--- config.mk ---
export PLATFORM = sky130hd
export DESIGN_NAME = coin_acceptor
export DESIGN_NICKNAME = d
export VERILOG_FILES = /design/src/rtl/vend_pkg.sv /design/src/rtl/coin_debounce.sv /design/src/rtl/coin_acceptor.sv
export SDC_FILE = /design/constraint.sdc
export NUM_CORES = 1
export LEC_CHECK = 0
export BUFFER_PORTS_ARGS = -buffer_cell sky130_fd_sc_hd__buf_2
export CORE_MARGIN = 1.5
export CORE_UTILIZATION = 35
export DETAILED_ROUTE_END_ITERATION = 10
export PLACE_DENSITY = 0.58
export SYNTH_ARGS = -nofsm -noshare
export SYNTH_HDL_FRONTEND = slang
export SYNTH_SLANG_ARGS = --single-unit
--- constraint.sdc ---
create_clock -name clk -period 2.3 [get_ports clk]
set_input_delay 0.69 -clock clk [delete_from_list [all_inputs] [get_ports clk]]
set_output_delay 0.69 -clock clk [all_outputs]
set_load 0.01 [all_outputs]
--- src/rtl/vend_pkg.sv ---
// Purpose  : shared money codes and queue-state encoding for the coin front end and vending core.
// Latency  : n/a (declarations only).
// Backpress: n/a (declarations only).
// Contents : MONEY_* token codes, q_state_t queue occupancy, coin_evt_t per-slot event pair,
//            token_of() helper that maps a single slot event to its money code.
package vend_pkg;

    // Token codes on the money bus; the vending core decodes these same values.
    localparam logic [1:0] MONEY_NONE = 2'b00;
    localparam logic [1:0] MONEY_A    = 2'b01;
    localparam logic [1:0] MONEY_B    = 2'b10;

    // Occupancy of the two-entry token queue.
    typedef enum logic [1:0] {
        Q_EMPTY = 2'd0,
        Q_ONE   = 2'd1,
        Q_FULL  = 2'd2
    } q_state_t;

    // One cycle's worth of clean coin-insertion events, one bit per slot.
    typedef struct packed {
        logic a;
        logic b;
    } coin_evt_t;

    // Selects the money code for an event. Only meaningful when exactly one slot fired.
    function automatic logic [1:0] token_of(input coin_evt_t ev);
        return ev.a ? MONEY_A : MONEY_B;
    endfunction

endpackage

--- src/rtl/coin_debounce.sv ---
// Purpose  : one coin slot: 2-flop synchroniser, stable-level debounce, 0->1 event detect.
// Latency  : raw high first sampled at edge T -> rise high after edge T+1+DEBOUNCE_CYCLES.
// Backpress: none; emits a single-cycle rise pulse and never stalls.
// Ports    : clk, reset (async, active high), raw (asynchronous bouncing sensor),
//            rise (one-cycle pulse when the debounced level goes 0->1).
module coin_debounce #(
    parameter int DEBOUNCE_CYCLES = 4    // must be >= 2
) (
    input  logic clk,
    input  logic reset,
    input  logic raw,
    output logic rise
);

    // The counter only has to hold 0 .. DEBOUNCE_CYCLES-1; the flip happens
    // instead of stepping to DEBOUNCE_CYCLES.
    localparam int              CW       = $clog2(DEBOUNCE_CYCLES);
    localparam logic [CW-1:0]   CNT_LAST = CW'(DEBOUNCE_CYCLES - 1);

    logic          sync_1;
    logic          sync_2;
    logic          level;
    logic [CW-1:0] cnt;

    always_ff @(posedge clk or posedge reset) begin
        if (reset) begin
            sync_1 <= 1'b0;
            sync_2 <= 1'b0;
            level  <= 1'b0;
            cnt    <= '0;
            rise   <= 1'b0;
        end else begin
            // raw is asynchronous: sync_1 may go metastable, only sync_2 is used.
            sync_1 <= raw;
            sync_2 <= sync_1;
            rise   <= 1'b0;

            if (sync_2 == level) begin
                // Any return to the current level restarts the window, so a
                // bounce shorter than DEBOUNCE_CYCLES leaves no trace.
                cnt <= '0;
            end else if (cnt == CNT_LAST) begin
                // DEBOUNCE_CYCLES consecutive differing samples: accept the change.
                level <= sync_2;
                cnt   <= '0;
                rise  <= sync_2;   // only the 0->1 direction is an insertion
            end else begin
                cnt <= cnt + CW'(1);
            end
        end
    end

endmodule

--- src/rtl/coin_acceptor.sv ---
// Purpose  : coin front end: debounces both slots, turns each insertion into one money token,
//            queues up to two tokens toward the vending core, flags jams and overflow.
// Latency  : raw first sampled high at edge T -> money_valid after edge T+2+DEBOUNCE_CYCLES (empty queue).
// Backpress: valid/ready on money; when the queue is full and not popping, new tokens are dropped
//            and the sticky overflow flag is raised.
// Ports    : clk, reset (async, active high); coin_a_raw / coin_b_raw raw slot sensors;
//            money / money_valid / money_ready token handshake; jam (1-cycle pulse);
//            overflow (sticky until reset); coin_count (saturating count of enqueued tokens).
module coin_acceptor #(
    parameter int DEBOUNCE_CYCLES = 4,
    parameter int COUNT_W         = 8
) (
    input  logic               clk,
    input  logic               reset,
    input  logic               coin_a_raw,
    input  logic               coin_b_raw,
    output logic [1:0]         money,
    output logic               money_valid,
    input  logic               money_ready,
    output logic               jam,
    output logic               overflow,
    output logic [COUNT_W-1:0] coin_count
);

    import vend_pkg::*;

    coin_evt_t  ev;

    coin_debounce #(.DEBOUNCE_CYCLES(DEBOUNCE_CYCLES)) u_deb_a (
        .clk   (clk),
        .reset (reset),
        .raw   (coin_a_raw),
        .rise  (ev.a)
    );

    coin_debounce #(.DEBOUNCE_CYCLES(DEBOUNCE_CYCLES)) u_deb_b (
        .clk   (clk),
        .reset (reset),
        .raw   (coin_b_raw),
        .rise  (ev.b)
    );

    // ---------------------------------------------------------------
    // Two-entry token queue: head is what the core sees, tail is the
    // second-oldest token and only meaningful in Q_FULL.
    // ---------------------------------------------------------------
    q_state_t   q_state;
    q_state_t   q_state_nxt;
    logic [1:0] head;
    logic [1:0] head_nxt;
    logic [1:0] tail;
    logic [1:0] tail_nxt;
    logic [1:0] push_tok;
    logic       push;
    logic       pop;
    logic       accept;
    logic       drop;

    assign money_valid = (q_state != Q_EMPTY);
    assign money       = money_valid ? head : MONEY_NONE;

    always_comb begin
        // Both slots firing together is a jam: neither token is trusted.
        push     = ev.a ^ ev.b;
        push_tok = token_of(ev);
        pop      = money_valid && money_ready;
        // In Q_FULL a simultaneous pop frees the slot the push needs.
        accept   = push && ((q_state != Q_FULL) || pop);
        drop     = push && !accept;

        q_state_nxt = q_state;
        head_nxt    = head;
        tail_nxt    = tail;

        case (q_state)
            Q_EMPTY: begin
                if (push) begin
                    q_state_nxt = Q_ONE;
                    head_nxt    = push_tok;
                end
            end
            Q_ONE: begin
                case ({push, pop})
                    2'b11: head_nxt = push_tok;     // old head leaves, new one takes its place
                    2'b10: begin
                        tail_nxt    = push_tok;
                        q_state_nxt = Q_FULL;
                    end
                    2'b01:   q_state_nxt = Q_EMPTY;
                    default: ;
                endcase
            end
            Q_FULL: begin
                if (pop) begin
                    head_nxt = tail;
                    if (push) begin
                        tail_nxt = push_tok;
                    end else begin
                        q_state_nxt = Q_ONE;
                    end
                end
                // push without pop: the token is dropped and flagged below
            end
            default: q_state_nxt = Q_EMPTY;
        endcase
    end

    always_ff @(posedge clk or posedge reset) begin
        if (reset) begin
            q_state <= Q_EMPTY;
            head    <= MONEY_NONE;
            tail    <= MONEY_NONE;
        end else begin
            q_state <= q_state_nxt;
            head    <= head_nxt;
            tail    <= tail_nxt;
        end
    end

    // ---------------------------------------------------------------
    // Status: jam pulse, sticky overflow, saturating accepted count.
    // ---------------------------------------------------------------
    always_ff @(posedge clk or posedge reset) begin
        if (reset) begin
            jam        <= 1'b0;
            overflow   <= 1'b0;
            coin_count <= '0;
        end else begin
            jam <= ev.a & ev.b;
            if (drop) begin
                overflow <= 1'b1;
            end
            if (accept && (coin_count != {COUNT_W{1'b1}})) begin
                coin_count <= coin_count + COUNT_W'(1);
            end
        end
    end

endmodule

# [Word-level counts from Yosys, hierarchy flattened]
# Cells that the tools add are included.
[word_totals] register_bits=28 latchBits=0 ramBits=0 romBits=0 input_bits=5 output_inout_bits=13 elab_cells=78 n_memories=0
[classes] addsub=3 n_mul=0 div_mod_pow=0 order_cmp=0 eq_ne=18 shifts=0 n_mux=22 n_bitwise=4 reduce_logical=15
[ops] op="2-bit 2-to-1 mux" n=14
[ops] op="2-bit inequality test (second input constant)" n=6
[ops] op="2-bit one-hot mux with 3 select lines" n=2
[ops] op="4-bit AND reduction" n=3
[ops] op="2-bit equality test (second input constant)" n=5
[ops] op="8-bit by 1-bit adder with 8-bit output (second input constant)" n=1
[ops] op="8-bit inequality test (second input constant)" n=1
[ops] op="2-bit one-hot mux with 2 select lines" n=2
[ops] op="2-bit by 1-bit adder with 2-bit output (second input constant)" n=2
[ops] op="2-bit by 1-bit equality test with 1-bit output (second input constant)" n=2
[ops] op="1-bit logical AND" n=4
[ops] op="1-bit 2-to-1 mux" n=4
[ops] op="2-bit AND reduction" n=2
[ops] op="2-bit nonzero test" n=2
[ops] op="3-bit by 2-bit inequality test with 1-bit output (second input constant)" n=1
[ops] op="3-bit nonzero test" n=1
[ops] op="1-bit equality test" n=2
[ops] op="2-bit zero test" n=1
[ops] op="2-bit by 1-bit inequality test with 1-bit output (second input constant)" n=1
[ops] op="1-bit NOT" n=2
[ops] op="1-bit bitwise AND" n=1
[ops] op="1-bit zero test" n=1
[ops] op="1-bit logical OR" n=1
[ops] op="1-bit XOR" n=1

# [Longest topological paths before layout]
[depth] word_depth=6 ltp_mapped=6 ltp_nobuf=6

# [Cells and area by module]
# Synthesis repeated with hierarchy kept, for this count alone.
[hier_totals] hier_cells=106 hier_area_um2=1271.2
[modules_own_cells] module="coin_acceptor" instances=1 cells_each=80 area_per_inst_um2=845.8 seq_area_each_um2=400.4
[modules_own_cells] module="coin_debounce" instances=2 cells_each=13 area_per_inst_um2=212.7 seq_area_each_um2=150.1

# [Worst setup path before layout]
# OpenSTA, ideal clock, no wires.
[synth_path] path_type="reg2out" startpoint="register q_state[0]" endpoint="output money[0]" t_arrival_ns=0.964 required_time_ns=1.610 setup_slack_ns=0.646 path_stages_with_launch=3 path_buffers=0 path_cell_list="dfrtp_1 or2_2 and2_1"
[synth_between] elab_chain_len=2
[synth_lines] item="start: declaration" line_no="coin_acceptor.sv:47" source="q_state_t q_state;"
[synth_lines] item="start signal: assignment" line_no="coin_acceptor.sv:114" source="q_state <= q_state_nxt;"
[synth_lines] item="2-bit nonzero test" line_no="coin_acceptor.sv:59" source="assign money_valid = (q_state != Q_EMPTY);"
[synth_lines] item="named net money_valid" line_no="coin_acceptor.sv:18" source="output logic money_valid,"
[synth_lines] item="2-bit 2-to-1 mux" line_no="coin_acceptor.sv:60" source="assign money = money_valid ? head : MONEY_NONE;"
[synth_lines] item="end: declaration" line_no="coin_acceptor.sv:17" source="output logic [1:0] money,"
# The timed path passes the listed nets, and every way through them passes these cells.

# [Worst setup path in the final report]
[layout_path] startpoint="register q_state[0]" endpoint="output money[1]"
[layout_between] elab_chain_len=2
[layout_lines] item="2-bit nonzero test" line_no="coin_acceptor.sv:59"
[layout_lines] item="2-bit 2-to-1 mux" line_no="coin_acceptor.sv:60"
# No other way between the ends.

==> impl_results.md <==
- Sequential share of the synthesized area: 0.571
- Clock buffer depth: 2
- Metal2 WL: 921 um
- Post-synthesis simple-gate area fraction: 0.176
- R2R setup slack: 510 ps
- Maxcap violations: 0
- Detail Route Antenna Nets: 0
- CTS clk-pin slew, worst paths: 140 ps
- Crit-path cells: or2_2, and2_1, buf_2
- XOR/XNOR Fraction of Synth Area: 0.0285
- Final hold vios: 0
- Number of global-route vias before repair: around 800
- Core ar.: roughly 3400 um2
- Required time of the worst setup path: around 1600 ps
- Die width: between 60 and 70 um
- Row count: 21
- CTS buffer count: 3
- Synth top area share: 0.571
- Hold/Removal Path Class: register to register
- Max Freq: 0.468 GHz
- H-tree Lvls: 1
- Clock root cell: clkbuf_4
- Total gr overflow: 0
- Initial Util: 0.365
- Avg WL per Cell: between 10 and 15 um
- Worst vdd ir: approximately 420 uV
- CP Class: register to primary output
- Nets: 139
- WL met1: between 900 and 1000 um
- All-Layer GR Usage: 0.111
- Sink Count: 28
- RSZ-0062 raised after global routing: false
- Pleak: ~0.68 nW
- Post-cts sizing count: 0
- Adder-Cell Fraction of Synth Area: 0.0510
- DR vias/cell: roughly 4.7
- Die height: slightly above 60 um
- Worst-skew pair later-pin latency: ~310 ps
- Pre-antenna DRT Iters: 4
- Via count: roughly 810
- Met3 WL: 58 um
- Detailed-route DRC error count: 0
- Slew @ Worst Pin: roughly 370 ps
- Yosys warns: 0
- Delay of the slowest critical-path stage: about 480 ps
- Worst rel slew slack: 0.752
- Crit start category: register
- Dominant cell type by area after synthesis: dfrtp_1
- Global-route wire length before repair: 3510 um
- CTS tree: done
- Slowest cell on the critical path: dfrtp_1
- Setup TNS: 0 ps
- CP Capture Type: primary output
- DRT iter0 DRCs: 41
- I/O Buffers: 17
- P&R area growth vs syn: 13.8%
- Fraction of the mapped netlist area in compound gates: 0.0714
- Drt total wl: roughly 1900 um
- Post-synthesis mux area share: 0.0805
- # IOs: 18
- Initial antenna violation count: 0
- Post-CTS Setup Repair Bufs: 0
- Largest net degree at the start of global routing: 29
- Hold WS: around 370 ps
- Post-synth cell types: 30
- Gp weighted congestion: between 0.7 and 0.8
- Clk_skew: just under 4 ps
- Power density cells: 870 nW/um2
- Post-Syn Nets: between 100 and 150
- Setup-failing EPs final: 0
- Syn Inst Count: approximately 110
- Max-slew violations: 0
- Final Cycle Share: 0.929
- Top post-synthesis cells by area: dfrtp_1 57%, ha_1 5.1%, mux2_2 3.7%
- CP arrival: around 1500 ps
- Cell Area, Synth: approximately 1200 um2
- CP Max Fanout: 7
- ANT cells: 0
- Outcome: finished, final reports clean
- DP Wirelength: approximately 1400 um
- Flip-flop and latch count after synthesis: 28
- Fin crit period: 2140 ps
- Largest family of logic cells by synthesized area: simple AND/OR/NAND/NOR gates
- Cts hold-fix bufs: 0
- Max Used Layer: met4
- Mapped Avg Cell Area: 11.5 um2
- Ratio of cells with drive above 1 in the final layout: 0.228
- Die area: between 3000 and 4000 um2
cells in the final DEF (no fill, tap or decap), types with 2 or more instances in the layout:
cell type | Yosys | layout
mux2i_1 | 2 | 2
mux2_2 | 4 | 4
a21oi_1 | 5 | 5
nor3_1 | 2 | 2
nand2b_1 | 2 | 2
dfrtp_1 | 28 | 28
xnor2_1 | 4 | 4
o21ai_0 | 3 | 3
ha_1 | 5 | 5
buf_2 | 0 | 17
nand3_1 | 7 | 7
nor2_1 | 6 | 6
and2_1 | 2 | 2
mux2_1 | 3 | 3
inv_1 | 6 | 6
nand2_1 | 11 | 11
clkbuf_4 | 0 | 3
nor2b_1 | 3 | 3
cells in the mapped netlist:
master and n:
dfrtp_1 28, nand2_1 11, nand3_1 7, inv_1 6
nor2_1 6, a21oi_1 5, ha_1 5, mux2_2 4
xnor2_1 4, mux2_1 3, nor2b_1 3, o21ai_0 3
and2_1 2, mux2i_1 2, nand2b_1 2, nor3_1 2
a211oi_1 1, a21o_1 1, a22oi_1 1, and2_0 1
and2b_1 1, and3_1 1, and4_1 1, clkbuf_1 1
nor3_4 1, nor3b_2 1, o21a_1 1, o21ai_1 1
o31ai_2 1, or2_2 1
worst paths after layout:
check                          startpoint             end  depth (start not counted)
min                        u_deb_a.sync_1  u_deb_a.sync_2                          0
max in group asynchronous           reset   coin_count[7]                          3
max                            q_state[0]        money[1]                          3
min reg2reg                u_deb_a.sync_1  u_deb_a.sync_2                          0
max reg2reg                  u_deb_a.rise         tail[0]                          4
min in group asynchronous           reset  u_deb_b.sync_1                          3
metal layers:
metal	vias to the layer above	global-route usage
li1	405	-
met1	387	0.146
met2	13	0.183
met3	2	0.0326
met4	0	0.0250
met5	-	0
per-stage QoR:
step	cells	setup slack, ps	utilization	total power [W]	cell area (um2)
2_1_floorplan	107	646	-	0.000923	1230
3_3_place_gp	170	462	0.408	0.00102	1370
3_5_place_dp	170	406	0.408	0.00104	1370
4_1_cts	173	127	0.415	0.00124	1400
5_1_grt	173	71.3	0.415	0.00132	1400
6_report	173	163	0.415	0.00121	1400
where the power goes:
part,internal (W),switching (W)
registers,0.000597,0.0000891
logic,0.000165,0.000172
clock network,0.0000613,0.000130
total,0.000823,0.000391
logic make-up (layout without fill, tap and decap cells):
| kind of cell | Yosys count | after routing |
|---|---|---|
| buffers and inverters | 7 | 27 |
| adders and majority gates | 5 | 5 |
| AOI/OAI and AO/OA | 14 | 14 |
| and+or+nand+nor | 40 | 40 |
| muxes | 9 | 9 |
| DFF | 28 | 28 |
| xor gates and xnor gates | 4 | 4 |
worst max-delay path, delay by kind of cell, from the launching register on:
family | cells | cell delay [ps]
and+or+nand+nor | 2 | 530
DFF | 1 | 480
buffers and inverters | 1 | 130
state kept, by name, summed over array words and instances (netlist names), 2 cells and up:
name	count
head	2
q_state	2
u_deb_a.cnt	2
coin_count	8
u_deb_b.cnt	2
tail	2
layout make-up:
type                       instances  area, um2
inverter                           6       22.5
sequential                        28        701
clock buffer                       3       22.5
fill                             350       1970
timing repair buffer              18       92.6
multi-input combinational         72        500
tap                               46       57.6
No activity file was read; power rests on OpenSTA's default activity.
